--- src/rtl/cpu_mem_pkg.sv ---
// Shared memory-system constants for the CPU, its RAM, the loader and the RAM arbiter.
// Also carries the arbiter's observable state record.
package cpu_mem_pkg;

  localparam int ADDR_W = 8;
  localparam int DATA_W = 16;
  localparam int N_REQ  = 3;

  localparam int PORT_LOADER = 0;
  localparam int PORT_DATA   = 1;
  localparam int PORT_FETCH  = 2;

  localparam int LAST_W = (N_REQ > 1) ? $clog2(N_REQ) : 1;

  // Snapshot of the arbiter registers; hold_cnt is zero-extended to a fixed width.
  typedef struct packed {
    logic [LAST_W-1:0] last;
    logic [LAST_W-1:0] owner;
    logic              locked;
    logic [7:0]        hold_cnt;
  } arb_state_t;

endpackage

--- src/rtl/ram_arbiter_if.sv ---
// Requester-side and RAM-side bus of the RAM arbiter.
// Handshake: port i's access is accepted in the cycle where req[i] & gnt[i]; req (and
// its we/addr/wdata) is held until then, gnt is zero-latency, and a read answers with
// rvalid[i] plus rdata exactly one cycle after the accept edge; writes have no response.
interface ram_arbiter_if #(
  parameter int N_REQ  = cpu_mem_pkg::N_REQ,
  parameter int ADDR_W = cpu_mem_pkg::ADDR_W,
  parameter int DATA_W = cpu_mem_pkg::DATA_W
);
  logic [N_REQ-1:0]        req;
  logic [N_REQ-1:0]        lock;
  logic [N_REQ-1:0]        we;
  logic [N_REQ*ADDR_W-1:0] addr;
  logic [N_REQ*DATA_W-1:0] wdata;
  logic [N_REQ-1:0]        gnt;
  logic [N_REQ-1:0]        rvalid;
  logic [DATA_W-1:0]       rdata;
  logic                    mem_en;
  logic                    mem_we;
  logic [ADDR_W-1:0]       mem_addr;
  logic [DATA_W-1:0]       mem_wdata;
  logic [DATA_W-1:0]       mem_rdata;

  modport slave (
    input  req, lock, we, addr, wdata, mem_rdata,
    output gnt, rvalid, rdata, mem_en, mem_we, mem_addr, mem_wdata
  );

  modport master (
    output req, lock, we, addr, wdata, mem_rdata,
    input  gnt, rvalid, rdata, mem_en, mem_we, mem_addr, mem_wdata
  );
endinterface

--- src/rtl/rr_pick.sv ---
// Combinational round-robin selector: first requesting port strictly after last,
// searching upward and wrapping, so last itself has the lowest priority.
module rr_pick #(
  parameter int N  = 3,
  parameter int LW = 2
) (
  input  logic [N-1:0]  req,
  input  logic [LW-1:0] last,
  output logic [N-1:0]  sel,
  output logic          any
);

  always_comb begin
    sel = '0;
    any = 1'b0;
    for (int k = 1; k <= N; k++) begin
      int            idx;
      logic [LW-1:0] ix;
      idx = int'(last) + k;
      if (idx >= N) idx = idx - N;
      ix = LW'(idx);
      if (!any && req[ix]) begin
        sel[ix] = 1'b1;
        any     = 1'b1;
      end
    end
  end

endmodule

--- src/rtl/ram_arbiter.sv ---
// Round-robin arbiter sharing the single-port RAM between loader, data and fetch ports,
// with a lock for bursts that a hold-limit counter bounds to MAX_LOCK consecutive grants.
module ram_arbiter #(
  parameter int N_REQ    = cpu_mem_pkg::N_REQ,
  parameter int ADDR_W   = cpu_mem_pkg::ADDR_W,
  parameter int DATA_W   = cpu_mem_pkg::DATA_W,
  parameter int MAX_LOCK = 16
) (
  input  logic                    clk,
  input  logic                    reset,
  ram_arbiter_if.slave            bus,
  output cpu_mem_pkg::arb_state_t dbg
);
  import cpu_mem_pkg::*;

  localparam int LW = (N_REQ > 1) ? $clog2(N_REQ) : 1;
  localparam int HW = $clog2(MAX_LOCK) + 1;

  logic [LW-1:0]    last_q;
  logic [LW-1:0]    owner_q;
  logic             locked_q;
  logic [HW-1:0]    hold_q;
  logic [N_REQ-1:0] rv_q;

  logic [N_REQ-1:0] rr_sel;
  logic             rr_any;
  logic [N_REQ-1:0] sel;
  logic             any;
  logic [LW-1:0]    g;
  logic             hold_ok;

  rr_pick #(.N(N_REQ), .LW(LW)) u_pick (
    .req  (bus.req),
    .last (last_q),
    .sel  (rr_sel),
    .any  (rr_any)
  );

  // Owner keeps priority only while it still requests and is under the hold limit.
  assign hold_ok = locked_q && bus.req[owner_q] && (hold_q < HW'(MAX_LOCK));

  always_comb begin
    sel = rr_sel;
    any = rr_any;
    if (hold_ok) begin
      sel          = '0;
      sel[owner_q] = 1'b1;
      any          = 1'b1;
    end
    g = '0;
    for (int i = 0; i < N_REQ; i++) begin
      if (sel[i]) g = LW'(i);
    end
  end

  always_comb begin
    bus.gnt       = '0;
    bus.mem_en    = 1'b0;
    bus.mem_we    = 1'b0;
    bus.mem_addr  = '0;
    bus.mem_wdata = '0;
    bus.rvalid    = '0;
    bus.rdata     = '0;
    if (!reset) begin
      if (any) begin
        bus.gnt       = sel;
        bus.mem_en    = 1'b1;
        bus.mem_we    = bus.we[g];
        bus.mem_addr  = bus.addr[g*ADDR_W +: ADDR_W];
        bus.mem_wdata = bus.wdata[g*DATA_W +: DATA_W];
      end
      bus.rvalid = rv_q;
      if (rv_q != '0) bus.rdata = bus.mem_rdata;
    end
  end

  always_ff @(posedge clk) begin
    if (reset) begin
      last_q   <= LW'(N_REQ - 1);
      owner_q  <= '0;
      locked_q <= 1'b0;
      hold_q   <= '0;
      rv_q     <= '0;
    end else if (any) begin
      last_q <= g;
      if (bus.lock[g]) begin
        // A grant won through the lock continues the streak; any other grant starts one.
        owner_q  <= g;
        locked_q <= 1'b1;
        hold_q   <= hold_ok ? hold_q + HW'(1) : HW'(1);
      end else begin
        locked_q <= 1'b0;
        hold_q   <= '0;
      end
      rv_q <= bus.we[g] ? '0 : sel;
    end else begin
      locked_q <= 1'b0;
      hold_q   <= '0;
      rv_q     <= '0;
    end
  end

  always_comb begin
    dbg          = '0;
    dbg.last     = LAST_W'(last_q);
    dbg.owner    = LAST_W'(owner_q);
    dbg.locked   = locked_q;
    dbg.hold_cnt = 8'(hold_q);
  end

endmodule

--- src/flat_wrapper.sv ---
// flat-port wrapper written by rule: the top's interface ports become plain ports
module ram_arbiter_flat import cpu_mem_pkg::*;
#(
  parameter int N_REQ    = cpu_mem_pkg::N_REQ,
  parameter int ADDR_W   = cpu_mem_pkg::ADDR_W,
  parameter int DATA_W   = cpu_mem_pkg::DATA_W,
  parameter int MAX_LOCK = 16
)
  (clk, reset, dbg, bus_req, bus_lock, bus_we, bus_addr, bus_wdata, bus_mem_rdata, bus_gnt, bus_rvalid, bus_rdata, bus_mem_en, bus_mem_we, bus_mem_addr, bus_mem_wdata);
  ram_arbiter_if #(.N_REQ(N_REQ), .ADDR_W(ADDR_W), .DATA_W(DATA_W)) bus_i ();
  input  logic clk;
  input  logic reset;
  output cpu_mem_pkg::arb_state_t dbg;
  input wire logic [$bits(bus_i.req)-1:0] bus_req;
  input wire logic [$bits(bus_i.lock)-1:0] bus_lock;
  input wire logic [$bits(bus_i.we)-1:0] bus_we;
  input wire logic [$bits(bus_i.addr)-1:0] bus_addr;
  input wire logic [$bits(bus_i.wdata)-1:0] bus_wdata;
  input wire logic [$bits(bus_i.mem_rdata)-1:0] bus_mem_rdata;
  output wire logic [$bits(bus_i.gnt)-1:0] bus_gnt;
  output wire logic [$bits(bus_i.rvalid)-1:0] bus_rvalid;
  output wire logic [$bits(bus_i.rdata)-1:0] bus_rdata;
  output wire logic [$bits(bus_i.mem_en)-1:0] bus_mem_en;
  output wire logic [$bits(bus_i.mem_we)-1:0] bus_mem_we;
  output wire logic [$bits(bus_i.mem_addr)-1:0] bus_mem_addr;
  output wire logic [$bits(bus_i.mem_wdata)-1:0] bus_mem_wdata;
  assign bus_i.req = bus_req;
  assign bus_i.lock = bus_lock;
  assign bus_i.we = bus_we;
  assign bus_i.addr = bus_addr;
  assign bus_i.wdata = bus_wdata;
  assign bus_i.mem_rdata = bus_mem_rdata;
  assign bus_gnt = bus_i.gnt;
  assign bus_rvalid = bus_i.rvalid;
  assign bus_rdata = bus_i.rdata;
  assign bus_mem_en = bus_i.mem_en;
  assign bus_mem_we = bus_i.mem_we;
  assign bus_mem_addr = bus_i.mem_addr;
  assign bus_mem_wdata = bus_i.mem_wdata;
  ram_arbiter #(.N_REQ(N_REQ), .ADDR_W(ADDR_W), .DATA_W(DATA_W), .MAX_LOCK(MAX_LOCK)) u_core (.clk(clk), .reset(reset), .bus(bus_i), .dbg(dbg));
endmodule
--- config.mk ---
export PLATFORM = sky130hd
export DESIGN_NAME = ram_arbiter_flat
export DESIGN_NICKNAME = d
export VERILOG_FILES = /design/src/rtl/cpu_mem_pkg.sv /design/src/rtl/ram_arbiter_if.sv /design/src/rtl/rr_pick.sv /design/src/rtl/ram_arbiter.sv /design/src/flat_wrapper.sv
export SDC_FILE = /design/constraint.sdc
export NUM_CORES = 1
export LEC_CHECK = 0
export CORE_ASPECT_RATIO = 1.1
export CORE_MARGIN = 4
export CORE_UTILIZATION = 34
export CTS_BUF_LIST = sky130_fd_sc_hd__clkbuf_8
export DETAILED_ROUTE_END_ITERATION = 6
export PLACE_DENSITY = 0.81
export RECOVER_POWER = 50
export SLEW_MARGIN = 5
export SYNTH_ARGS = -nofsm -noshare
export SYNTH_HDL_FRONTEND = slang
export SYNTH_SLANG_ARGS = --single-unit
--- constraint.sdc ---
create_clock -name clk -period 3.2 [get_ports clk]
set_input_delay 0.64 -clock clk [delete_from_list [all_inputs] [get_ports clk]]
set_output_delay 0.64 -clock clk [all_outputs]
set_load 0.01 [all_outputs]
# [Yosys cells after proc, flatten, opt, wreduce, memory -nomap -nowiden]
# Index checks and enable logic that the tools add are counted.
# W data, S select, Z words.
[word_totals] reg_bits=13 latchBits=0 mem_bits_rw=0 romBits=0 output_inout_bits=61 n_memories=0
[classes] add_sub_neg=7 multipliers=0 n_div=0 magnitude_cmp=13 eq_ne=0 n_shift=2 mux=48 n_bitwise=5 reduce_logical=16
[op_table] cell="$mux W16" count=4
[op_table] cell="$shiftx A48 B7 Y16" count=1
[op_table] cell="$shiftx A24 B6 Y8" count=1
[op_table] cell="$mux W1" count=21
[op_table] cell="$mux W3" count=7
[op_table] cell="$mux W8" count=2
[op_table] cell="$lt A2 B3 Y1 const B" count=5
[op_table] cell="$bmux W1 S2" count=6
[op_table] cell="$ge A3 B2 Y1 const B" count=3
[op_table] cell="$demux W1 S2" count=4
[op_table] cell="$ge A2 B1 Y1 const B" count=4
[op_table] cell="$logic_and A1 B1 Y1" count=8
[op_table] cell="$mux W2" count=4
[op_table] cell="$add A2 B2 Y3 const B" count=2
[op_table] cell="$or A3 B3 Y3" count=2
[op_table] cell="$reduce_or A3 Y1" count=2
[op_table] cell="$sub A2 B2 Y2 const B" count=3
[op_table] cell="$add A5 B1 Y5 const B" count=1
[op_table] cell="$lt A5 B5 Y1 const B" count=1
[op_table] cell="$reduce_or A4 Y1" count=1
[op_table] cell="$add A2 B1 Y3 const B" count=1
[op_table] cell="$not A1 Y1" count=3
[op_table] cell="$reduce_bool A3 Y1" count=1
[op_table] cell="$logic_not A1 Y1" count=2
[op_table] cell="2 further kinds" count=2

# [Longest topological paths before layout]
# Gate-level depths: netlist of run 1.
[logic_depth] depth_word=19 mapped_depth=11

# [Hierarchy]
# From an unflattened synthesis of run 1, not the netlist that was laid out.
[unflattened] cells_unflattened=238 area_unflattened_um2=1893.1
[modules_own_cells] mod="ram_arbiter" instances=1 cells_per_inst=194 area_each_um2=1541.5
[modules_own_cells] mod="rr_pick" instances=1 cells_per_inst=44 area_each_um2=351.6

# [Worst setup path before layout of run 1]
# No wires, ideal clock.
[synth_path] path_type="register to output" startpoint="reg u_core.last_q[0]" endpoint="out bus_mem_addr[4]" arrival_time_ps=2506 path_slack_ps=54 path_stages_with_launch=11 cell_sequence="dfxtp_1 -> inv_1 -> ha_1 -> buf_2 -> and3b_1 -> o221ai_1 -> a21oi_2 -> nor2_2 -> dlymetal6s2s_1 -> nand2_1 -> a311oi_2"
[synth_between] elab_chain_cells=18
[synth_rtl] element="start: declaration" line_no="ram_arbiter.sv:19" rtl="logic [LW-1:0] last_q;"
[synth_rtl] element="start signal: assignment" line_no="ram_arbiter.sv:79" rtl="last_q <= LW'(N_REQ - 1);"
[synth_rtl] element="start signal: assignment" line_no="ram_arbiter.sv:85" rtl="last_q <= g;"
[synth_rtl] element="$add A2 B1 Y3" line_no="rr_pick.sv:19" rtl="idx = int'(last) + k;"
[synth_rtl] element="$ge A3 B2 Y1 or $sub A2 B2 Y2 (tied branches)" line_no="rr_pick.sv:20" rtl="if (idx >= N) idx = idx - N;"
[synth_rtl] element="$mux W2" line_no="rr_pick.sv:20"
[synth_rtl] element="$lt A2 B3 Y1 (implied by the code), or another cell as far along" line_no="rr_pick.sv:23" rtl="sel[ix] = 1'b1;"
[synth_rtl] element="$logic_and A1 B1 Y1 (implied by the code) or $mux W1 (tied branches)" line_no="rr_pick.sv:23, rr_pick.sv:22"
[synth_rtl] element="$mux W1, on equally long branches" line_no="rr_pick.sv:23, rr_pick.sv:22"
[synth_rtl] element="$demux W1 S2 or $logic_not A1 Y1 (tied branches)" line_no="rr_pick.sv:23, rr_pick.sv:22"
[synth_rtl] element="$mux W3 or $logic_and A1 B1 Y1 (tied branches)" line_no="rr_pick.sv:22" rtl="if (!any && req[ix]) begin"
[synth_rtl] element="[... 2 more ...]"
[synth_rtl] element="$or A3 B3 Y3 (no source line) or $logic_and A1 B1 Y1 (tied branches)"
[synth_rtl] element="$mux W3" line_no="rr_pick.sv:22"
[synth_rtl] element="$mux W3" line_no="ram_arbiter.sv:45" rtl="if (hold_ok) begin"
[synth_rtl] element="$mux W1" line_no="ram_arbiter.sv:52" rtl="if (sel[i]) g = LW'(i);"
[synth_rtl] element="$mux W2" line_no="ram_arbiter.sv:52"
[synth_rtl] element="$shiftx A24 B6 Y8" line_no="ram_arbiter.sv:69" rtl="bus.mem_addr = bus.addr[g*ADDR_W +: ADDR_W];"
[synth_rtl] element="$mux W8 *" line_no="ram_arbiter.sv:65" rtl="if (any) begin"
[synth_rtl] element="$mux W8 *" line_no="ram_arbiter.sv:64" rtl="if (!reset) begin"
[synth_rtl] element="end: declaration" line_no="flat_wrapper.sv:25" rtl="output wire logic [$bits(bus_i.mem_addr)-1:0] bus_mem_addr;"
# Mark *: on every way between the ends. The rest lies on a longest branch, timed or not. The select of a mux whose other input is x is not followed.

# [Final worst setup path of run 1]
[layout_path] startpoint="reg u_core.last_q[0]" endpoint="out bus_mem_wdata[5]"
[layout_between] elab_chain_cells=18
[layout_rtl] element="$add A2 B1 Y3" line_no="rr_pick.sv:19"
[layout_rtl] element="$ge A3 B2 Y1 or $sub A2 B2 Y2 (tied branches)" line_no="rr_pick.sv:20"
[layout_rtl] element="$mux W2" line_no="rr_pick.sv:20"
[layout_rtl] element="$lt A2 B3 Y1 (implied by the code), or another cell as far along" line_no="rr_pick.sv:23"
[layout_rtl] element="$logic_and A1 B1 Y1 (implied by the code) or $mux W1 (tied branches)" line_no="rr_pick.sv:23, rr_pick.sv:22"
[layout_rtl] element="$mux W1, on equally long branches" line_no="rr_pick.sv:23, rr_pick.sv:22"
[layout_rtl] element="$demux W1 S2 or $logic_not A1 Y1 (tied branches)" line_no="rr_pick.sv:23, rr_pick.sv:22"
[layout_rtl] element="$mux W3 or $logic_and A1 B1 Y1 (tied branches)" line_no="rr_pick.sv:22"
[layout_rtl] element="[... 2 more ...]"
[layout_rtl] element="$or A3 B3 Y3 (no source line) or $logic_and A1 B1 Y1 (tied branches)"
[layout_rtl] element="$mux W3" line_no="rr_pick.sv:22"
[layout_rtl] element="$mux W3" line_no="ram_arbiter.sv:45"
[layout_rtl] element="$mux W1" line_no="ram_arbiter.sv:52"
[layout_rtl] element="$mux W2" line_no="ram_arbiter.sv:52"
[layout_rtl] element="$shiftx A48 B7 Y16" line_no="ram_arbiter.sv:70" rtl="bus.mem_wdata = bus.wdata[g*DATA_W +: DATA_W];"
[layout_rtl] element="$mux W16 *" line_no="ram_arbiter.sv:65"
[layout_rtl] element="$mux W16 *" line_no="ram_arbiter.sv:64"
[layout_rtl] element="end: declaration" line_no="flat_wrapper.sv:26" rtl="output wire logic [$bits(bus_i.mem_wdata)-1:0] bus_mem_wdata;"
# Marked as above.

==> implementation parameters, run 1 <==
Parameter                              Value

Run status
  Status ... complete, but fails checks
  Violations in the final reports ... negative setup slack

Critical path
  Instance count on the critical path ... 13
  Critical R2R Launch ... u_core.last_q[0]$_SDFFE_PP0N_
  Cells traversed along the worst timing path ... inv_4, ha_4, buf_8, mux2i_4, o21ai_2, buf_6, a41oi_4, buf_6, buf_12, buf_16, buf_4, a311oi_2, buf_2
  Endpoint arrival time on the critical path ... 2.60 ns
  Worst-path maximum fanout ... 10
  Largest incremental delay on the critical path ... 0.36 ns
  Crit-path most repeated cell ... sky130_fd_sc_hd__buf_6
  Launching element type of the critical path ... flip-flop
  Critical register-to-register path endpoint ... u_core.owner_q[0]$_SDFFE_PP0P_
  Kind of cell with the highest combined delay on the critical path ... buffers and inverters
  Critical Path Source ... u_core.last_q[0]$_SDFFE_PP0N_
  Worst reg-to-reg path cell count ... 12
  Register-to-register setup slack ... 0.68 ns
  Worst Path Required ... 2.56 ns
  Startpoint-to-endpoint class of the critical path ... flip-flop to output port
  Critical Path End Type ... output port
  Max stage delay cell, worst path ... sky130_fd_sc_hd__dfxtp_4
  Timing endpoint of the critical path ... bus_mem_wdata[5]
  Critical path buffer and inverter count ... 8

Logic synthesis
  Synthesis warning total ... 0
  Post-synth design cell area ... 1980 um2
  Post-synth cell types ... 57
  Cell types with the largest area share after synthesis ... sky130_fd_sc_hd__a311oi_2 (18%), sky130_fd_sc_hd__dfxtp_1 (13%), sky130_fd_sc_hd__nand2_1 (10%), sky130_fd_sc_hd__nor2_1 (6.1%), sky130_fd_sc_hd__and2_1 (5.7%)
  Synth Area per Inst ... 7.75 um2
  Post-synthesis register bit count ... 13
  Fraction of post-synthesis cell area in the top cell type by area ... 18.2%
  Number of enable flip-flop cells after synthesis ... 0
  Cell type contributing the most total cell area after synthesis ... sky130_fd_sc_hd__a311oi_2
  Sequential area share after synthesis ... 13.1%
  Share of flip-flops with an asynchronous set or reset ... 0%
  Dominant synthesized flop cell ... sky130_fd_sc_hd__dfxtp_1
  Number of instances in the synthesized netlist ... 256

Detailed routing
  Antenna viol nets, final ... 0
  DR vias/cell ... 5.16
  Mean routed wirelength per cell ... 16.6 um
  Via count ... 2757
  DRC marker count from the first detailed-route iteration ... 102
  Initial DRT Pass Iterations ... 4
  Final wirelength ... 8.89 mm
  Drt drc ... 0

Power
  IR drop worst, VDD ... 0.000555 V
  Lkg Pwr ... 1.82 nW
  Pwr/cell area ... 970 nW/um2
  Pwr Total ... 4.11 mW

Global route
  Wire length of the first global-routing pass ... 12.7 mm
  Largest net degree at the start of global routing ... 26
  Initial antenna violation count ... 0
  Aggregate global routing overflow ... 0
  Vias in the first global route ... 2764
  Total global-route track usage ... 22.3%

Min path
  Min-delay worst type ... flip-flop to flip-flop

Cells and area
  Number of diodes ... 0
  Utilization after layout ... 76.5%
  Layout filler cell count ... 396
  Most common library cell in the layout ignoring fill and taps ... sky130_fd_sc_hd__clkdlybuf4s50_1
  Layout cells sized above 1 ... 39.7%
  P&R area growth vs syn ... 113%
  Final-stage net count ... 566
  Non-filler cells in the finished layout ... 534
  Most used cells in the layout excluding fill and tap cells ... sky130_fd_sc_hd__clkdlybuf4s50_1 (114), sky130_fd_sc_hd__buf_4 (46), sky130_fd_sc_hd__nand2_1 (35)

STA
  Upper clock frequency limit ... 309 MHz
  Clock tree skew after final layout ... 0.00278 ns
  Slew Limit Fails ... 0
  Final count of negative-setup-slack endpoints ... 5
  Final-layout setup total negative slack ... -0.0591 ns
  Shortest period the worst path allows ... 3.24 ns
  Setup ws final ... -0.0353 ns
  Number of endpoints with negative hold slack in the final report ... 0
  Period utilisation layout ... 101%
  Setup repair after global routing missed its margin ... yes

Floorplan
  Die extent in x ... 80.8 um
  Row cnt ... 28
  Number of top-level pins ... 160
  Die Outline Area ... 7120 um2
  Initial cell density of the core ... 35.8%
  Area inside the core boundary ... 5540 um2
  Vert. Die Dim ... 88.1 um

Clock tree
  Clock buffers created by TritonCTS ... 3
  H-tree depth ... 1
  Total clock sinks ... 13
  Worst skew pair latency ... 0.24 ns
  Number of buffers on the longest clock path ... 2
  CTS Root Buffer Type ... sky130_fd_sc_hd__clkbuf_8
  CTS clock-pin slew for the worst setup and hold paths ... 0.05 ns
  Clock tree from TritonCTS ... built

Place
  Port buffer count ... 156
  HPWL after detailed placement ... 6.54 mm
  Inst Count DP ... 516
  Worst setup slack after placement ... -0.751 ns
  Global placement routability congestion ... 0.880

Flow run
  Max-cap violations ... 0
metrics by stage:
stage,instance area [um2],hold slack [ns]
after floorplan,1990,0.510
after global placement,3880,0.489
after detailed placement,3880,0.489
after CTS,3980,0.496
after global routing,4240,0.521
final,4240,0.493
sequential cells by signal, summed over array words and instances (netlist names):
| signal | flops |
|---|---|
| u_core.hold_q | 5 |
| u_core.locked_q | 1 |
| u_core.owner_q | 2 |
| u_core.last_q | 2 |
| u_core.rv_q | 3 |
cell usage after synthesis, types with 4 or more instances:
cell                       number
sky130_fd_sc_hd__o21ai_0        4
sky130_fd_sc_hd__buf_2          5
sky130_fd_sc_hd__nor2_1        32
sky130_fd_sc_hd__ha_1           7
sky130_fd_sc_hd__nand3_1        4
sky130_fd_sc_hd__inv_1          7
sky130_fd_sc_hd__buf_6          5
sky130_fd_sc_hd__a21oi_1        6
sky130_fd_sc_hd__buf_4          5
sky130_fd_sc_hd__nor2b_1        4
sky130_fd_sc_hd__nand2_1       55
sky130_fd_sc_hd__dfxtp_1       13
sky130_fd_sc_hd__a211oi_1       5
sky130_fd_sc_hd__a311oi_2      24
sky130_fd_sc_hd__and2_1        18
how the worst min path moves through the flow:
| stage | start | end | depth (start not counted) |
|---|---|---|---|
| after global routing | u_core.hold_q[3]$_SDFF_PP0_ | u_core.hold_q[4]$_SDFF_PP0_ | 2 |
| after global placement | u_core.hold_q[3]$_SDFF_PP0_ | u_core.hold_q[4]$_SDFF_PP0_ | 2 |
| after CTS | u_core.hold_q[3]$_SDFF_PP0_ | u_core.hold_q[4]$_SDFF_PP0_ | 2 |
| after detailed placement | u_core.hold_q[3]$_SDFF_PP0_ | u_core.hold_q[4]$_SDFF_PP0_ | 2 |
| after floorplan | u_core.hold_q[2]$_SDFF_PP0_ | u_core.hold_q[4]$_SDFF_PP0_ | 2 |
| final | u_core.hold_q[2]$_SDFF_PP0_ | u_core.hold_q[4]$_SDFF_PP0_ | 2 |
per-layer routing:
| metal | global-route usage [%] | up-vias | share of wire, % |
|---|---|---|---|
| met4 | 6.45 | 0 | 2.9 |
| li1 | - | 1312 | - |
| met1 | 25.1 | 1277 | 37 |
| met5 | 0 | - | 0 |
| met2 | 41.9 | 141 | 52 |
| met3 | 4.32 | 27 | 8.1 |
timing repair:
action | in CTS | in global routing
pin swaps | 7 | 18
gates resized for setup | 134 | 62
endpoints found under the setup margin | 29 | 29
buffers inserted | 3 | 6
cloned | 3 | 2
hold buffers | 0 | 0
power breakdown:
group          switching (mW)  total (mW)  internal (mW)
Clock                  0.0579       0.143         0.0847
Sequential             0.0307       0.241          0.211
Combinational            1.80        3.72           1.93
tightest hold or removal path, cell delays in order, from the launching register on:
cell,delay (ns)
sky130_fd_sc_hd__dfxtp_1,0.34
sky130_fd_sc_hd__nand3_1,0.07
sky130_fd_sc_hd__a211oi_1,0.04
area by class of cell:
type                            instances  area [um2]  share of cell area, %
Clock buffer                            3        41.3                  0.975
Clock inverter                          1        3.75                 0.0886
Inverter                                9        38.8                  0.916
Multi-Input combinational cell        213        1720                   40.6
Sequential cell                        13         265                   6.26
Tap cell                               75        93.8                   2.22
Timing Repair Buffer                  220        2070                   49.0
logic make-up after synthesis:
logic type | share of synthesized area (%)
compound gates | 36.1
mux | 1.51
xor+xnor | 0.883
simple gates | 31.8
buf+inv | 11.9
other cells | 0.189
flops | 13.1
fa+ha+maj | 4.41
No activity file was read; power rests on OpenSTA's default activity.
==> run 2: changes to the inputs <==
- ABC_AREA: not set -> 1
- CORE_UTILIZATION: 34 -> 30
- PLACE_DENSITY: 0.81 -> 0.74
- SYNTH_HIERARCHICAL: not set -> 1
==> implementation parameters, run 2 <==
Parameter                              Value

Cells and area
  Utilization after layout ... 60.9% (-16 points)
  Area occupied by multi-input gates ... 1380 um2 (-20%)
  Layout filler cell count ... 589 (+49%)
  Most common library cell in the layout ignoring fill and taps ... sky130_fd_sc_hd__clkdlybuf4s50_1
  Final-stage net count ... 600 (+6.0%)
  Top register by number of flip-flops ... u_core/hold_q
  Leading registers by flop count ... u_core/hold_q x5, u_core/rv_q x3
  Max FFs per register ... 5 (unchanged)
  P&R area growth vs syn ... 96.8%
  Most used cells in the layout excluding fill and tap cells ... sky130_fd_sc_hd__clkdlybuf4s50_1 (116), sky130_fd_sc_hd__nand2_1 (69), sky130_fd_sc_hd__inv_1 (53)
  Number of diodes ... 0 (unchanged)
  Area of all sequential standard cells ... 260 um2 (-1.9%)
  Layout cells sized above 1 ... 25.4% (-14 points)

Logic synthesis
  Ranking of synthesized cells by instance count ... sky130_fd_sc_hd__nand2_1 (73), sky130_fd_sc_hd__inv_1 (54), sky130_fd_sc_hd__nor2_1 (33)
  Post-synthesis register bit count ... 13 (unchanged)
  Cell type contributing the most total cell area after synthesis ... sky130_fd_sc_hd__nand2_1
  Sequential area share after synthesis ... 13.7% (+0.54 points)
  Post-synth design cell area ... 1910 um2 (-4.0%)
  Synthesis warning total ... 6 (+6)
  Cell types with the largest area share after synthesis ... sky130_fd_sc_hd__nand2_1 (14%), sky130_fd_sc_hd__dfxtp_1 (14%), sky130_fd_sc_hd__inv_1 (11%), sky130_fd_sc_hd__o211ai_2 (6.6%), sky130_fd_sc_hd__nor2_1 (6.5%)
  Number of enable flip-flop cells after synthesis ... 0 (unchanged)
  Most frequent cell after synthesis ... sky130_fd_sc_hd__nand2_1
  Synth Area per Inst ... 6.11 um2 (-21%)
  Share of flip-flops with an asynchronous set or reset ... 0% (unchanged)
  Number of instances in the synthesized netlist ... 312 (+22%)
  Dominant synthesized flop cell ... sky130_fd_sc_hd__dfxtp_1
  Post-synth cell types ... 32 (-44%)
  Fraction of post-synthesis cell area in the top cell type by area ... 14.4% (-3.8 points)

Flow run
  Max-cap violations ... 0 (unchanged)

Detailed routing
  Mean routed wirelength per cell ... 12.7 um (-24%)
  Highest metal layer with signal wires ... met4
  Detailed route wirelength on metal3 ... 653 um (-9.4%)
  DR vias/cell ... 4.60 (-11%)
  Routed metal-1 wirelength ... 2.67 mm (-19%)
  DRC marker count from the first detailed-route iteration ... 45 (-56%)
  Met2 wire len ... 3.91 mm (-15%)
  Drt drc ... 0 (unchanged)
  Initial DRT Pass Iterations ... 4 (unchanged)
  Final wirelength ... 7.29 mm (-18%)
  Antenna viol nets, final ... 0 (unchanged)
  Via count ... 2633 (-4.5%)

Critical path
  Register-to-register setup slack ... 0.72 ns (+0.04 ns)
  Startpoint-to-endpoint class of the critical path ... flip-flop to output port
  Worst Path Required ... 2.56 ns (about the same)
  Endpoint arrival time on the critical path ... 2.46 ns (-0.14 ns)
  Worst-path maximum fanout ... 6 (-4)
  Critical Path End Type ... output port
  Launching element type of the critical path ... flip-flop

Global route
  Wire length of the first global-routing pass ... 11.1 mm (-13%)
  Initial antenna violation count ... 0 (unchanged)
  Vias in the first global route ... 2600 (-5.9%)
  Total global-route track usage ... 17.3% (-5.0 points)
  Aggregate global routing overflow ... 0 (unchanged)
  Largest net degree at the start of global routing ... 26 (unchanged)

STA
  Final count of negative-setup-slack endpoints ... 0 (-5)
  Relative slew margins ... 31.4%
  Shortest period the worst path allows ... 3.10 ns (-0.136 ns)
  Clock tree skew after final layout ... 0.00167 ns (-0.00111 ns)
  Setup repair after global routing missed its margin ... yes
  Upper clock frequency limit ... 323 MHz (+4.4%)
  Slew Limit Fails ... 0 (unchanged)
  Setup ws final ... 0.101 ns (+0.136 ns)
  Period utilisation layout ... 96.8% (-4.3 points)
  Worst slew pin tran ... 1.02 ns
  Number of endpoints with negative hold slack in the final report ... 0 (unchanged)

Clock tree
  CTS Root Buffer Type ... sky130_fd_sc_hd__clkbuf_8
  Worst skew pair latency ... 0.24 ns (about the same)
  H-tree depth ... 1 (unchanged)
  Number of buffers inserted by hold repair at cts ... 0 (unchanged)
  CTS clock-pin slew for the worst setup and hold paths ... 0.05 ns (about the same)
  Post-CTS Repair Setup Buffers ... 0 (-3)
  Clock tree from TritonCTS ... built
  Clock buffers created by TritonCTS ... 3 (unchanged)
  Number of buffers on the longest clock path ... 2 (unchanged)
  Total clock sinks ... 13 (unchanged)

Place
  HPWL after detailed placement ... 6.22 mm (-5.0%)
  Worst setup slack after placement ... -0.473 ns (+0.277 ns)
  Port buffer count ... 156 (unchanged)
  Global placement routability congestion ... 0.829 (-5.9%)

Floorplan
  Initial cell density of the core ... 31.0% (-4.9 points)
  Number of top-level pins ... 160 (unchanged)
  Area inside the core boundary ... 6160 um2 (+11%)
  Vert. Die Dim ... 91.6 um (+3.9%)
  Die extent in x ... 84.0 um (+3.9%)
  Row cnt ... 30 (+7.1%)
  Die Outline Area ... 7690 um2 (+8.0%)

Power
  Lkg Pwr ... 1.78 nW (-2.2%)
  Pwr/cell area ... 1000 nW/um2 (+3.4%)
  IR drop worst, VDD ... 0.000660 V (+19%)

Min path
  Min-delay worst type ... flip-flop to flip-flop

Run status
  Status ... completed
## run 2: cell types whose count changed in the layout (fill, tap and decap cells not counted), sizes merged, moves of 18 or more
cell / previous run / this run
nand2: 55 / 83
and2: 18 / 0
a21oi: 7 / 32
buf: 89 / 59
inv: 10 / 63
a311oi: 24 / 0
## run 2: final timing paths
path,start,end,depth (start not counted)
min reg2reg,u_core/hold_q[0]$_SDFF_PP0_,u_core/hold_q[0]$_SDFF_PP0_,1
min,u_core/hold_q[0]$_SDFF_PP0_,u_core/hold_q[0]$_SDFF_PP0_,1
max reg2reg,u_core/last_q[0]$_SDFFE_PP0N_,u_core/hold_q[3]$_SDFF_PP0_,17
max,u_core/last_q[0]$_SDFFE_PP0N_,bus_mem_wdata[14],17
## run 2: per-layer routing
metal / up-vias / track usage, %
met5: - / 0
met4: 0 / 3.08
met3: 4 / 4.36
met2: 110 / 36.5
met1: 1184 / 16.3
li1: 1335 / -
## run 2: cells by family after synthesis
kind of cell               after synthesis  share of synthesized area [%]
other                                    1                          0.197
DFF                                     13                           13.7
adders and majority gates                7                           4.60
buffers and inverters                   77                           18.6
xor gates and xnor gates                 3                           1.38
and+or+nand+nor                        152                           38.5
AOI/OAI and AO/OA                       59                           23.0
## run 2: layout make-up
cell class / instances / area share (%)
repair buffers: 190 / 45.8
multi-input cells: 224 / 36.7
flip-flops and latches: 13 / 6.94
inverters: 61 / 6.50
well taps: 80 / 2.67
clock buffers: 3 / 1.10
repair inverters: 1 / 0.233
clock inverters: 1 / 0.100
## run 2: worst max-delay path, stage by stage (launching register included)
cell	delay [ns]
sky130_fd_sc_hd__dfxtp_1	0.33
sky130_fd_sc_hd__inv_1	0.08
sky130_fd_sc_hd__ha_4	0.31
sky130_fd_sc_hd__nand2_2	0.09
sky130_fd_sc_hd__nor2_4	0.13
sky130_fd_sc_hd__inv_2	0.06
sky130_fd_sc_hd__nand2_4	0.09
sky130_fd_sc_hd__nor2_2	0.04
sky130_fd_sc_hd__nand2_1	0.05
sky130_fd_sc_hd__nand3_1	0.08
sky130_fd_sc_hd__inv_1	0.07
sky130_fd_sc_hd__nand2_2	0.07
sky130_fd_sc_hd__nand2_4	0.15
sky130_fd_sc_hd__buf_6	0.13
sky130_fd_sc_hd__o21ai_0	0.07
sky130_fd_sc_hd__or2_1	0.22
sky130_fd_sc_hd__a21oi_1	0.12
sky130_fd_sc_hd__buf_2	0.14
## run 2: power breakdown
part / internal, mW / leakage [nW] / switching (mW)
clock: 0.0844 / 0.0269 / 0.0540
combinational: 1.54 / 1.64 / 1.83
sequential: 0.209 / 0.106 / 0.0449
## run 2: through the flow
step	setup TNS, ns	hold slack [ns]	instances	area (um2)	power, mW
3_3_place_gp	-10.95	0.481	568	3740	3.63
4_1_cts	0	0.503	573	3710	3.73
2_1_floorplan	0	0.491	314	1910	2.19
6_report	0	0.499	573	3750	3.76
3_5_place_dp	-11.97	0.483	568	3740	3.69
5_1_grt	-0.127	0.539	573	3750	4.06
## run 2: what timing repair did
| item | 4_1_cts | 5_1_grt |
|---|---|---|
| gates cloned | 1 | 0 |
| pin swaps | 3 | 3 |
| gates resized for setup | 112 | 20 |
| endpoints found under the setup margin | 28 | 28 |
==> run 3: changes to the inputs <==
- PLACE_DENSITY: 0.74 -> 0.75
==> implementation parameters, run 3 (synthesis gave the netlist of run 2 again) <==
Parameter                              Value

Clock tree
  Clock buffers created by TritonCTS ... 3 (unchanged)
  H-tree depth ... 1 (unchanged)
  CTS clock-pin slew for the worst setup and hold paths ... 0.06 ns (about the same)
  Number of buffers on the longest clock path ... 2 (unchanged)
  Worst skew pair latency ... 0.24 ns (about the same)
  Clock tree from TritonCTS ... built
  CTS Root Buffer Type ... sky130_fd_sc_hd__clkbuf_8
  Total clock sinks ... 13 (unchanged)

Global route
  Aggregate global routing overflow ... 0 (unchanged)
  Met1 usage in global routing ... 16.6% (+0.32 points)
  Vias in the first global route ... 2619 (+0.73%)
  Met3 Resource Use GR ... 6.35% (+2.0 points)
  Layer with the highest usage after global routing ... met2
  Met2 global-route usage ... 33.9% (-2.7 points)
  Largest net degree at the start of global routing ... 18 (-31%)
  Wire length of the first global-routing pass ... 11.3 mm (+1.4%)
  Total global-route track usage ... 17.4% (+0.17 points)
  Initial antenna violation count ... 0 (unchanged)

Detailed routing
  Via count ... 2701 (+2.6%)
  Final wirelength ... 7.33 mm (+0.52%)
  Mean routed wirelength per cell ... 12.5 um (-1.7%)
  Initial DRT Pass Iterations ... 4 (unchanged)
  DR vias/cell ... 4.61 (+0.31%)
  Antenna viol nets, final ... 0 (unchanged)
  DRC marker count from the first detailed-route iteration ... 85 (+89%)
  Drt drc ... 0 (unchanged)

STA
  Shortest period the worst path allows ... 3.08 ns (-0.0166 ns)
  Worst slew pin tran ... 1.02 ns (-0.00716 ns)
  Slew Limit Fails ... 0 (unchanged)
  Clock tree skew after final layout ... 0.00205 ns (+0.000375 ns)
  Setup repair after global routing missed its margin ... yes
  Upper clock frequency limit ... 324 MHz (+0.54%)
  Final count of negative-setup-slack endpoints ... 0 (unchanged)
  Number of endpoints with negative hold slack in the final report ... 0 (unchanged)
  Period utilisation layout ... 96.3% (-0.52 points)
  Relative slew margins ... 31.9% (+0.48 points)

Place
  Inst Count DP ... 575 (+1.2%)
  Total placed instance area ... 3800 um2 (+1.7%)
  Global placement routability congestion ... 0.819 (-1.2%)
  HPWL after detailed placement ... 6.09 mm (-2.1%)
  Port buffer count ... 156 (unchanged)

Critical path
  Kind of cell with the highest combined delay on the critical path ... buffers and inverters
  Worst Path Required ... 2.56 ns (about the same)
  Critical Path End Type ... output port
  Largest incremental delay on the critical path ... 0.33 ns (about the same)
  Worst-path maximum fanout ... 8 (+2)
  Endpoint arrival time on the critical path ... 2.44 ns (-0.02 ns)
  Cells traversed along the worst timing path ... inv_2, ha_4, inv_4, nand2_2, nand2_4, nand2_4, nand2_4, nor2_4, buf_4, nand3_2, a21oi_2, nor2_2, buf_4, inv_4, buf_12, buf_4, a21oi_1, buf_2
  Startpoint-to-endpoint class of the critical path ... flip-flop to output port
  Max stage delay cell, worst path ... sky130_fd_sc_hd__dfxtp_2
  Launching element type of the critical path ... flip-flop
  Critical path buffer and inverter count ... 8 (+3)

Cells and area
  Non-Filler Cell Area, Final ... 3900 um2 (+3.9%)
  P&R area growth vs syn ... 104%
  Number of diodes ... 0 (unchanged)
  Top register by number of flip-flops ... u_core/hold_q
  Leading registers by flop count ... u_core/hold_q x5, u_core/rv_q x3
  Most used cells in the layout excluding fill and tap cells ... sky130_fd_sc_hd__clkdlybuf4s50_1 (115), sky130_fd_sc_hd__nand2_1 (69), sky130_fd_sc_hd__inv_1 (50)
  Layout cells sized above 1 ... 28.9% (+3.5 points)
  Final-stage net count ... 613 (+2.2%)
  Non-filler cells in the finished layout ... 586 (+2.3%)
  Most common library cell in the layout ignoring fill and taps ... sky130_fd_sc_hd__clkdlybuf4s50_1
  Max FFs per register ... 5 (unchanged)

Floorplan
  Vert. Die Dim ... 91.6 um (unchanged)
  Area inside the core boundary ... 6160 um2 (unchanged)
  Initial cell density of the core ... 31.0% (unchanged)
  Die Outline Area ... 7690 um2 (unchanged)
  Row cnt ... 30 (unchanged)
  Die extent in x ... 84.0 um (unchanged)
  Number of top-level pins ... 160 (unchanged)

Flow run
  Max-cap violations ... 0 (unchanged)

Power
  Sw Ratio ... 50.2% (-1.1 points)
  Sequential power share ... 6.4% (-0.3 points)
  Net switching power ... 1.96 mW (+1.8%)
  Clk pwr share ... 3.7% (about the same)
  Lkg Pwr ... 1.85 nW (+4.0%)
  Gate power share ... 89.8% (+0.2 points)
  IR drop worst, VDD ... 0.000614 V (-7.0%)
  Pwr/cell area ... 1000 nW/um2 (+0.16%)
  Cell internal power dissipation ... 1.95 mW (+6.4%)

Run status
  Status ... completed

Min path
  Min-delay worst type ... flip-flop to flip-flop
-- run 3: per-stage QoR --
step	util, %	setup WS [ns]	hold slack, ns	power, mW	setup TNS [ns]
global route	63.3	-0.0535	0.546	4.25	-0.265
CTS	62.8	-0.0239	0.511	3.87	-0.0239
detailed placement	61.8	-0.537	0.495	3.74	-12.54
global placement	61.8	-0.459	0.476	3.69	-11.54
floorplan	-	0.333	0.491	2.19	0
finish	63.3	0.117	0.506	3.91	0
-- run 3: metal layers --
layer	wire length, um	up-vias	part of all wire (%)
met5	0	-	0
met4	189	0	2.6
met3	836	22	11
met2	3740	143	51
met1	2560	1174	35
li1	-	1362	-
-- run 3: timing repair --
| action | CTS | global route |
|---|---|---|
| gates cloned | 1 | 1 |
| hold buffers | 0 | 0 |
| setup buffers | 3 | 2 |
| pin swaps | 1 | 11 |
| setup endpoints to repair | 29 | 29 |
| resized for setup | 73 | 48 |
-- run 3: power groups by stage --
stage / Sequential (mW) / Clock (mW) / Combinational, mW
4_1_cts: 0.249 / 0.147 / 3.48
6_report: 0.252 / 0.145 / 3.51
5_1_grt: 0.257 / 0.151 / 3.84
3_5_place_dp: 0.252 / 0 / 3.49
3_3_place_gp: 0.252 / 0 / 3.44
2_1_floorplan: 0.259 / 0 / 1.93
-- run 3: worst paths after layout --
check | start | end | slack, ns | cells past startpoint
worst max-delay path | u_core/last_q[1]$_SDFFE_PP1N_ | bus_mem_wdata[7] | 0.12 | 18
worst min-delay path | u_core/hold_q[0]$_SDFF_PP0_ | u_core/hold_q[0]$_SDFF_PP0_ | 0.51 | 1
worst max register to register | u_core/last_q[1]$_SDFFE_PP1N_ | u_core/hold_q[2]$_SDFF_PP0_ | 0.78 | 18
worst min register to register | u_core/hold_q[0]$_SDFF_PP0_ | u_core/hold_q[0]$_SDFF_PP0_ | 0.51 | 1
-- run 3: final cells by class --
class                   count  area (um2)
repair inverters            1        8.76
clock buffers               3        41.3
inverters                  61         246
multi-input cells         224        1380
flip-flops and latches     13         263
repair buffers            203        1850
clock inverters             1        5.00
fillers                   550        2260
well taps                  80         100
==> patch, RTL diff (settings of run 1) <==
`MAX_LOCK` is set to 16 in 2 places; all go to 32.
--- a/src/rtl/ram_arbiter.sv
+++ b/src/rtl/ram_arbiter.sv
@@ -5,5 +5,5 @@
   parameter int ADDR_W   = cpu_mem_pkg::ADDR_W,
   parameter int DATA_W   = cpu_mem_pkg::DATA_W,
-  parameter int MAX_LOCK = 16
+  parameter int MAX_LOCK = 32
 ) (
   input  logic                    clk,
--- a/src/flat_wrapper.sv
+++ b/src/flat_wrapper.sv
@@ -5,5 +5,5 @@
   parameter int ADDR_W   = cpu_mem_pkg::ADDR_W,
   parameter int DATA_W   = cpu_mem_pkg::DATA_W,
-  parameter int MAX_LOCK = 16
+  parameter int MAX_LOCK = 32
 )
   (clk, reset, dbg, bus_req, bus_lock, bus_we, bus_addr, bus_wdata, bus_mem_rdata, bus_gnt, bus_rvalid, bus_rdata, bus_mem_en, bus_mem_we, bus_mem_addr, bus_mem_wdata);
Function: same outputs for any inputs over 4 cycles, from zero or initial values and one cycle with reset high; that may be too few to reach the edited logic, so the function may still have changed.
==> patch against run 1 <==
The run still ends with negative setup slack left; count of clock-buffer cells in the layout increased by 1; final area decreased by 3.1%; setup slack got worse by 0.14 ns; power decreased by 14%; sequential share of layout area increased by 0.63 points; first-iteration DRC count increased by 32%; sequential power increased by 6%; synthesized area decreased by 7.1%; non-clock buffer count decreased by 2; sequential cell count increased by 1; clock skew increased by 0.0012 ns; combinational power decreased by 17%; routed wire length increased by 7.0%; critical path type unchanged; largest power group unchanged; highest routed layer unchanged.
==> patch: results (changes against run 1) <==
Critical Path AT 2.73 ns (+0.13 ns); Worst path top cell family by delay buffers and inverters; hold_sp u_core.hold_q[0]; DR pass1 iterations 4 (unchanged); FFs w/ async S/R, synth 0% (unchanged); largest net degree at the start of global routing 27 (+3.8%); Worst setup endpoint bus_mem_wdata[10]; dominant cells by area after synthesis mux2i_1 (16%), dfxtp_1 (15%), o21ai_0 (7.9%); proportion of synthesized area in mux cells 16.3% (+15 points); initial antenna violation count 0 (unchanged); antenna cells 0 (unchanged); top routing layer used met4; crit-path max FO 5 (-5); gp weighted congestion 0.915 (+4.0%); Hold WC Path Type reg2reg; list of most frequent post-synthesis cells mux2i_1 (30), o21ai_0 (29), a21oi_1 (28), and2_1 (17); final worst-path setup slack -0.171 ns (-0.136 ns); routed length per instance 18.2 um (+9.4%); Hold Path Sink u_core.hold_q[0]; Adder-Cell Fraction of Synth Area 4.75% (+0.34 points); Synth Flop Type dfxtp_1; total combinational power 3.10 mW (-17%); hold_buf cts 0 (unchanged); Worst Setup SP u_core.last_q[1]; VDD IR max 0.577 mV (+4.0%); vias in the first global route 2935 (+6.2%); distinct cell type count after synthesis 47 (-18%); Layout Nets 557 (-1.6%); final setup violation count 25 (+20); initial DRC count 135 (+32%); CTS resizes 143 (+6.7%); biggest regs u_core.hold_q x6, u_core.rv_q x3; post-synthesis compound-gate area fraction 30.8% (-5.4 points); Metal-1 WL 3290 um (-0.15%); Clk power 174 uW (+22%); share of cells above drive strength 1 34.4% (-5.2 points); cell count of the worst reg-to-reg path 13 (+1); LEAKAGE 1.74 nW (-4.3%); wire length on met3 757 um (+5.0%); reg2reg setup slack 0.44 ns (-0.24 ns); Port Buffers 157 (+0.64%); first-pass GRT wire length 14500 um (+14%); sw power 1.58 mW (-16%); hold path depth 1 (-1); Crit path largest cell delay 0.34 ns (-0.02 ns); violated checks negative setup slack; Crit-path slowest cell dfxtp_2; Total GRT Usage 27.5% (+5.3 points); Seq/Total Area, Yosys 15.2% (+2.1 points); worst reg2reg endpoint u_core.rv_q[0]; final clock skew 0.00400 ns (+0.00122 ns); Post-CTS Setup Inserts 12 (+9); xor/xnor share of the synthesized area 1.90% (+1.0 points); DP Wirelength 6980 um (+6.6%); DP Area 3850 um^2 (-0.90%); status finished with violations; DR WL met2 5040 um (+9.3%); routed vias/inst 5.35 (+3.6%); Fin Hold WS 0.551 ns (+0.0579 ns)
patch: routing by layer:
layer	global-route usage, %	up-vias
met5	0	-
met4	12.7	0
met3	7.11	45
met2	50.7	156
met1	29.1	1293
li1	-	1299
patch: cell type report:
cell class | instances | area (um^2)
repair buffers | 218 | 2030
multi-input cells | 203 | 1600
fillers | 347 | 1030
flip-flops and latches | 14 | 283
well taps | 72 | 90.1
clock buffers | 4 | 55.1
inverters | 11 | 43.8
patch: through the flow:
| stage | cells | setup TNS [ns] | power (mW) | setup slack, ns | util, % |
|---|---|---|---|---|---|
| after floorplan | 253 | 0 | 1.61 | 0.000537 | - |
| after global placement | 501 | -20.90 | 2.83 | -0.793 | 74.9 |
| after detailed placement | 501 | -23.40 | 2.90 | -0.887 | 74.9 |
| after CTS | 521 | -2.59 | 3.41 | -0.192 | 79.2 |
| after global routing | 522 | -4.56 | 3.74 | -0.240 | 79.9 |
| final | 522 | -2.21 | 3.53 | -0.171 | 79.9 |
